<file path="config.mk">
export PLATFORM = sky130hd
export DESIGN_NAME = axi_bus_arbiter
export DESIGN_NICKNAME = d
export VERILOG_FILES = /design/src/rtl/axi_bus_arbiter_pkg.sv /design/src/rtl/axi_arb_grant.sv /design/src/rtl/axi_bus_arbiter.sv
export SDC_FILE = /design/constraint.sdc
export NUM_CORES = 1
export LEC_CHECK = 0
export BUFFER_PORTS_ARGS = -buffer_cell sky130_fd_sc_hd__buf_4
export CORE_AREA = 2 2 295 297
export DETAILED_ROUTE_END_ITERATION = 8
export DIE_AREA = 0 0 297 299
export PLACE_DENSITY = 0.3
export SLEW_MARGIN = 10
export SYNTH_ARGS = -nofsm -noshare
export SYNTH_HDL_FRONTEND = slang
export SYNTH_SLANG_ARGS = --single-unit
</file>
<file path="constraint.sdc">
create_clock -name clock -period 1.8 [get_ports clock]
set_input_delay 0.09 -clock clock [delete_from_list [all_inputs] [get_ports clock]]
set_output_delay 0.09 -clock clock [all_outputs]
set_load 0.02 [all_outputs]
</file>
<file path="src/rtl/axi_bus_arbiter_pkg.sv">
// axi_bus_arbiter_pkg: shared encodings for the I/D AXI port arbiter.
package axi_bus_arbiter_pkg;
  typedef enum logic [1:0] {R_IDLE, R_ADDR, R_DATA} r_state_e;
  typedef enum logic [1:0] {W_IDLE, W_DATA, W_RESP} w_state_e;
  localparam logic GRANT_I = 1'b0;
  localparam logic GRANT_D = 1'b1;
  localparam logic [1:0] RESP_OKAY = 2'b00;
  localparam logic [1:0] BURST_INCR = 2'b01;
  function automatic logic resp_err(input logic [1:0] resp);
    return resp != RESP_OKAY;
  endfunction
endpackage

</file>
<file path="src/rtl/axi_arb_grant.sv">
// axi_arb_grant: read grant select; round-robin on ties when AXI_ARB_ROUND_ROBIN_EN
// is defined, otherwise fixed D-over-I priority.
module axi_arb_grant
  import axi_bus_arbiter_pkg::*;
(
  input  logic cand_i,
  input  logic cand_d,
  input  logic last_grant,
  output logic grant
);
`ifdef AXI_ARB_ROUND_ROBIN_EN
  assign grant = (cand_i && cand_d) ? !last_grant : (cand_d ? GRANT_D : GRANT_I);
`else
  logic unused_rr;
  assign unused_rr = cand_i ^ last_grant;
  assign grant = cand_d ? GRANT_D : GRANT_I;
`endif
endmodule

</file>
<file path="src/rtl/axi_bus_arbiter.sv">
// axi_bus_arbiter: shares one AXI4 master port between I (read) and D (read/write);
// tie-break policy selected by AXI_ARB_ROUND_ROBIN_EN.
module axi_bus_arbiter
  import axi_bus_arbiter_pkg::*;
#(
  parameter int ADDR_W = 64,
  parameter int DATA_W = 64
) (
  input  logic                clock,
  input  logic                reset,
  input  logic                i_ar_valid,
  output logic                i_ar_ready,
  input  logic [ADDR_W-1:0]   i_ar_addr,
  input  logic [7:0]          i_ar_len,
  input  logic [2:0]          i_ar_size,
  input  logic [1:0]          i_ar_burst,
  output logic                i_r_valid,
  input  logic                i_r_ready,
  output logic [DATA_W-1:0]   i_r_data,
  output logic [1:0]          i_r_resp,
  output logic                i_r_last,
  input  logic                d_ar_valid,
  output logic                d_ar_ready,
  input  logic [ADDR_W-1:0]   d_ar_addr,
  input  logic [7:0]          d_ar_len,
  input  logic [2:0]          d_ar_size,
  input  logic [1:0]          d_ar_burst,
  output logic                d_r_valid,
  input  logic                d_r_ready,
  output logic [DATA_W-1:0]   d_r_data,
  output logic [1:0]          d_r_resp,
  output logic                d_r_last,
  input  logic                d_aw_valid,
  output logic                d_aw_ready,
  input  logic [ADDR_W-1:0]   d_aw_addr,
  input  logic [7:0]          d_aw_len,
  input  logic [2:0]          d_aw_size,
  input  logic [1:0]          d_aw_burst,
  input  logic                d_w_valid,
  output logic                d_w_ready,
  input  logic [DATA_W-1:0]   d_w_data,
  input  logic [DATA_W/8-1:0] d_w_strb,
  input  logic                d_w_last,
  output logic                d_b_valid,
  output logic [1:0]          d_b_resp,
  input  logic                d_b_ready,
  output logic                m_ar_valid,
  input  logic                m_ar_ready,
  output logic [ADDR_W-1:0]   m_ar_addr,
  output logic [7:0]          m_ar_len,
  output logic [2:0]          m_ar_size,
  output logic [1:0]          m_ar_burst,
  input  logic                m_r_valid,
  output logic                m_r_ready,
  input  logic [DATA_W-1:0]   m_r_data,
  input  logic [1:0]          m_r_resp,
  input  logic                m_r_last,
  output logic                m_aw_valid,
  input  logic                m_aw_ready,
  output logic [ADDR_W-1:0]   m_aw_addr,
  output logic [7:0]          m_aw_len,
  output logic [2:0]          m_aw_size,
  output logic [1:0]          m_aw_burst,
  output logic                m_w_valid,
  input  logic                m_w_ready,
  output logic [DATA_W-1:0]   m_w_data,
  output logic [DATA_W/8-1:0] m_w_strb,
  output logic                m_w_last,
  input  logic                m_b_valid,
  input  logic [1:0]          m_b_resp,
  output logic                m_b_ready,
  output logic                bus_err
);
  r_state_e r_state_q, r_state_d;
  w_state_e w_state_q, w_state_d;
  logic grant_q, grant_d, last_grant_q, last_grant_d, bus_err_q, bus_err_d;
  logic sel, cand_d, r_addr, r_data, w_idle, w_data, w_resp, gd, ri, rd, r_hs, b_hs;
  assign r_addr = r_state_q == R_ADDR;
  assign r_data = r_state_q == R_DATA;
  assign w_idle = w_state_q == W_IDLE;
  assign w_data = w_state_q == W_DATA;
  assign w_resp = w_state_q == W_RESP;
  assign gd = grant_q == GRANT_D;
  assign ri = r_data && !gd;
  assign rd = r_data && gd;
  // D reads wait for the write sequence to drain so they observe the store
  assign cand_d = d_ar_valid && w_idle;
  axi_arb_grant u_grant (
    .cand_i(i_ar_valid),
    .cand_d(cand_d),
    .last_grant(last_grant_q),
    .grant(sel)
  );
  assign m_ar_valid = r_addr && (gd ? d_ar_valid : i_ar_valid);
  assign m_ar_addr  = r_addr ? (gd ? d_ar_addr : i_ar_addr) : '0;
  assign m_ar_len   = r_addr ? (gd ? d_ar_len : i_ar_len) : '0;
  assign m_ar_size  = r_addr ? (gd ? d_ar_size : i_ar_size) : '0;
  assign m_ar_burst = r_addr ? (gd ? d_ar_burst : i_ar_burst) : '0;
  assign i_ar_ready = r_addr && !gd && m_ar_ready;
  assign d_ar_ready = r_addr && gd && m_ar_ready;
  assign m_r_ready  = r_data && (gd ? d_r_ready : i_r_ready);
  assign i_r_valid  = ri && m_r_valid;
  assign i_r_data   = ri ? m_r_data : '0;
  assign i_r_resp   = ri ? m_r_resp : '0;
  assign i_r_last   = ri && m_r_last;
  assign d_r_valid  = rd && m_r_valid;
  assign d_r_data   = rd ? m_r_data : '0;
  assign d_r_resp   = rd ? m_r_resp : '0;
  assign d_r_last   = rd && m_r_last;
  assign m_aw_valid = w_idle && d_aw_valid;
  assign d_aw_ready = w_idle && m_aw_ready;
  assign m_aw_addr  = w_idle ? d_aw_addr : '0;
  assign m_aw_len   = w_idle ? d_aw_len : '0;
  assign m_aw_size  = w_idle ? d_aw_size : '0;
  assign m_aw_burst = w_idle ? d_aw_burst : '0;
  assign m_w_valid  = w_data && d_w_valid;
  assign d_w_ready  = w_data && m_w_ready;
  assign m_w_data   = w_data ? d_w_data : '0;
  assign m_w_strb   = w_data ? d_w_strb : '0;
  assign m_w_last   = w_data && d_w_last;
  assign d_b_valid  = w_resp && m_b_valid;
  assign m_b_ready  = w_resp && d_b_ready;
  assign d_b_resp   = w_resp ? m_b_resp : '0;
  assign r_hs = m_r_valid && m_r_ready;
  assign b_hs = m_b_valid && m_b_ready;
  assign bus_err = bus_err_q;
  always_comb begin
    r_state_d = r_state_q;
    w_state_d = w_state_q;
    grant_d = grant_q;
    last_grant_d = last_grant_q;
    bus_err_d = bus_err_q || (r_hs && resp_err(m_r_resp)) || (b_hs && resp_err(m_b_resp));
    if (r_state_q == R_IDLE && (i_ar_valid || cand_d)) begin
      r_state_d = R_ADDR;
      grant_d = sel;
    end
    if (m_ar_valid && m_ar_ready) r_state_d = R_DATA;
    if (r_hs && m_r_last) begin
      r_state_d = R_IDLE;
      last_grant_d = grant_q;
    end
    if (m_aw_valid && m_aw_ready) w_state_d = W_DATA;
    if (m_w_valid && m_w_ready && d_w_last) w_state_d = W_RESP;
    if (b_hs) w_state_d = W_IDLE;
  end
  always_ff @(posedge clock) begin
    if (reset) begin
      r_state_q <= R_IDLE;
      w_state_q <= W_IDLE;
      grant_q <= GRANT_I;
      last_grant_q <= GRANT_D;
      bus_err_q <= 1'b0;
    end else begin
      r_state_q <= r_state_d;
      w_state_q <= w_state_d;
      grant_q <= grant_d;
      last_grant_q <= last_grant_d;
      bus_err_q <= bus_err_d;
    end
  end
endmodule

</file>
==> metrics.md <==
| Metric | Value |
|---|---|
| Die height | between 200 and 300 um |
| Nets | about 1600 |
| CTS buffer count | 3 |
| CTS H-Tree Depth | 1 |
| Core area | ~86000 um2 |
| Syn Nets | between 800 and 900 |
| Clk Latency, worst-skew pair | ~0.23 ns |
| Fillers | between 10000 and 15000 |
| Avg Cell Area, Syn | 6.67 um2 |
| Drt total wl | roughly 58 mm |
| Cell count after synthesis | between 400 and 500 |
| Most frequent cells in the layout | buf_4, and2_1, and3_1 |
| Hold Path Stages | 2 |
| Worst R2R Start | gd |
| Internal reg-to-reg setup slack | 0.40 ns |
| WL per Instance | 24.3 um |
| Initial antenna violation count | 13 |
| Critical Path Sink Type | output pin |
| Setup violators final | 0 |
| Final Max Slew Viols | 0 |
| CP peak stage delay | 0.36 ns |
| Critical path arrival | 1.67 ns |
| Drc violations | 0 |
| Final antenna-violating net count | 0 |
| TritonRoute pass-1 iters | 4 |
| CP Max Fanout | between 60 and 70 |
| Worst EP required | ~1.7 ns |
| Lkg Pwr | about 5.6 nW |
| Max cap viols | 0 |
| Layout cell share with drive strength beyond 1 | 0.679 |
| Hold crit path type | in2reg |
| Total negative slack | 0 ns |
| Ys Warns | 0 |
| Final hold vios | 0 |
| Relative max-transition margin | 0.758 |
| RSZ-0062 raised after global routing | no |
| Tightest Pin Transition | about 0.36 ns |
| GRT overflow | 0 |
| CTS Buffer Depth | 2 |
| Area growth, synth to finish | 245% |
| Initial Util | 0.0363 |
| Mapped Area | roughly 3100 um2 |
| Total I/O pin count | about 760 |
| CP max-delay cell | dfxtp_1 |
| Core Rows | 108 |
| Drt initial violations | about 380 |
| Clock slew at reported path FFs | approximately 0.040 ns |
| Worst Reg-to-Reg Cells | 3 |
| Root buf cell | clkbuf_16 |
| PwrDens | 359 nW/um2 |
| Final period utilization | 0.975 |
| Final min period | between 1.5 and 2 ns |
| Commonest non-fill, non-tap cell in the layout | buf_4 |
| First-pass GRT wire length | 73.1 mm |
| Sequential area share after synthesis | 0.0385 |
| CTS sink count | 6 |
| Critical R2R Capture | r_state_q[1] |
| Hold EP | gd |
| Worst hold start | reset |
| Fmax | around 0.57 GHz |
| Design Area, Final | between 10000 and 15000 um2 |
| Seq cells post-synth | 6 |
| Critical path type | reg2out |
| DR vias/cell | 2.91 |
| GRT Total Usage | 0.121 |
| Outcome | finished clean |
| Worst VDD drop | around 0.13 mV |
| Routed vias | ~7000 |
| Crit path launch type | flip-flop |
| Gpl congestion | 1.04 |
| Vias in the first global route | approximately 7100 |
| Die X-Extent | just under 300 um |
| Synth cell types | 29 |
| Setup Skew | ~0.0033 ns |
| Largest net degree at the start of global routing | 76 |
| CP Cell Sequence | nor2_4 -> buf_12 -> and2_1 -> buf_4 |
| DP Wirelength | about 52 mm |
| TritonCTS clock tree | yes |
| I/O Buffers | 762 |
| Die area | roughly 89000 um2 |
| Placed cell areas | between 10000 and 15000 um2 |
kinds of logic (layout without fill, tap and decap cells):
family | count (synthesis) | in the layout | share of synthesized area
other cells | 0 | 16 | 0
buf+inv | 58 | 794 | 0.0801
simple gates | 312 | 312 | 0.625
compound gates | 90 | 90 | 0.249
mux | 2 | 2 | 0.00721
flops | 6 | 6 | 0.0385
state kept, by name (all words and copies together), names as in the netlist:
name	flops
bus_err	1
gd	1
r_state_q	2
w_state_q	2
cell usage after synthesis (all sizes together):
master | count | share of area
a21bo | 1 | 0.0032
and3 | 69 | 0.14
dfxtp | 6 | 0.038
o21ai | 1 | 0.0016
o2111ai | 2 | 0.0056
and2 | 229 | 0.46
a31o | 1 | 0.0028
a41oi | 1 | 0.0028
buf | 14 | 0.026
mux2 | 2 | 0.0072
nor2 | 3 | 0.0036
clkbuf | 42 | 0.052
nor2b | 4 | 0.0080
nor3 | 2 | 0.0048
nor3b | 1 | 0.0040
a31oi | 1 | 0.0020
o21ba | 1 | 0.0032
and4 | 1 | 0.0028
nand3 | 3 | 0.0048
a41o | 1 | 0.0032
a21oi | 2 | 0.0032
a221oi | 1 | 0.0028
inv | 2 | 0.0024
a22o | 78 | 0.22
repair_timing:
item | CTS | global route
gates resized for setup | 17 | 12
endpoints found under the setup margin | 52 | 108
buffers inserted | 5 | 2
hold buffers | 0 | 0
gates cloned | 1 | 4
pin swaps | 2 | 5
worst max-delay path, delay by kind of cell (launching register included):
kind | cells | cell delay, ns
buf+inv | 2 | 0.46
simple gates | 2 | 0.58
flops | 1 | 0.36
power breakdown:
| group | switching [mW] | leakage, nW | internal (mW) |
|---|---|---|---|
| Sequential | 0.0153 | 0.0506 | 0.142 |
| Combinational | 1.73 | 5.50 | 1.61 |
| Clock | 0.0828 | 0.0371 | 0.286 |
through the flow:
| stage | util | hold slack, ns | power (mW) | std cells | setup slack, ns |
|---|---|---|---|---|---|
| after detailed placement | 0.120 | 0.335 | 3.37 | 2345 | 0.119 |
| after floorplan | - | 0.159 | 1.37 | 468 | 0.371 |
| after CTS | 0.123 | 0.0875 | 3.87 | 2354 | -0.0506 |
| after global placement | 0.120 | 0.336 | 3.37 | 2345 | 0.125 |
| final | 0.126 | 0.0821 | 3.88 | 2375 | 0.0444 |
| after global routing | 0.125 | 0.0920 | 4.09 | 2363 | 0.00340 |
how the worst max path moves through the flow:
stage               slack, ns            end  cells past startpoint          from
floorplan                0.37  m_ar_burst[0]                      5            gd
global placement         0.13    m_ar_len[3]                      6  r_state_q[1]
detailed placement       0.12    m_ar_len[6]                      6  r_state_q[1]
CTS                     -0.05    m_ar_len[0]                      6  r_state_q[1]
global route            0.003   m_ar_addr[5]                      6            gd
finish                   0.04  m_aw_addr[40]                      4  w_state_q[0]
layer usage:
metal  GRT usage  up-vias  share of wire
met2       0.209      474           0.48
li1            -     3112              -
met3      0.0510       32           0.11
met1       0.141     3279           0.39
met4      0.0212       10          0.020
met5           0        -        0.00083
area by class of cell:
class                   instances  area, um2  area share
multi-input cells             404       2890       0.268
well taps                    1155       1450       0.134
inverters                       2       7.51    0.000696
flip-flops and latches          6        128      0.0118
clock buffers                   3       75.1     0.00696
diodes                         16       40.0     0.00371
repair buffers                789       6200       0.575
(Power assumes the default switching activity.)
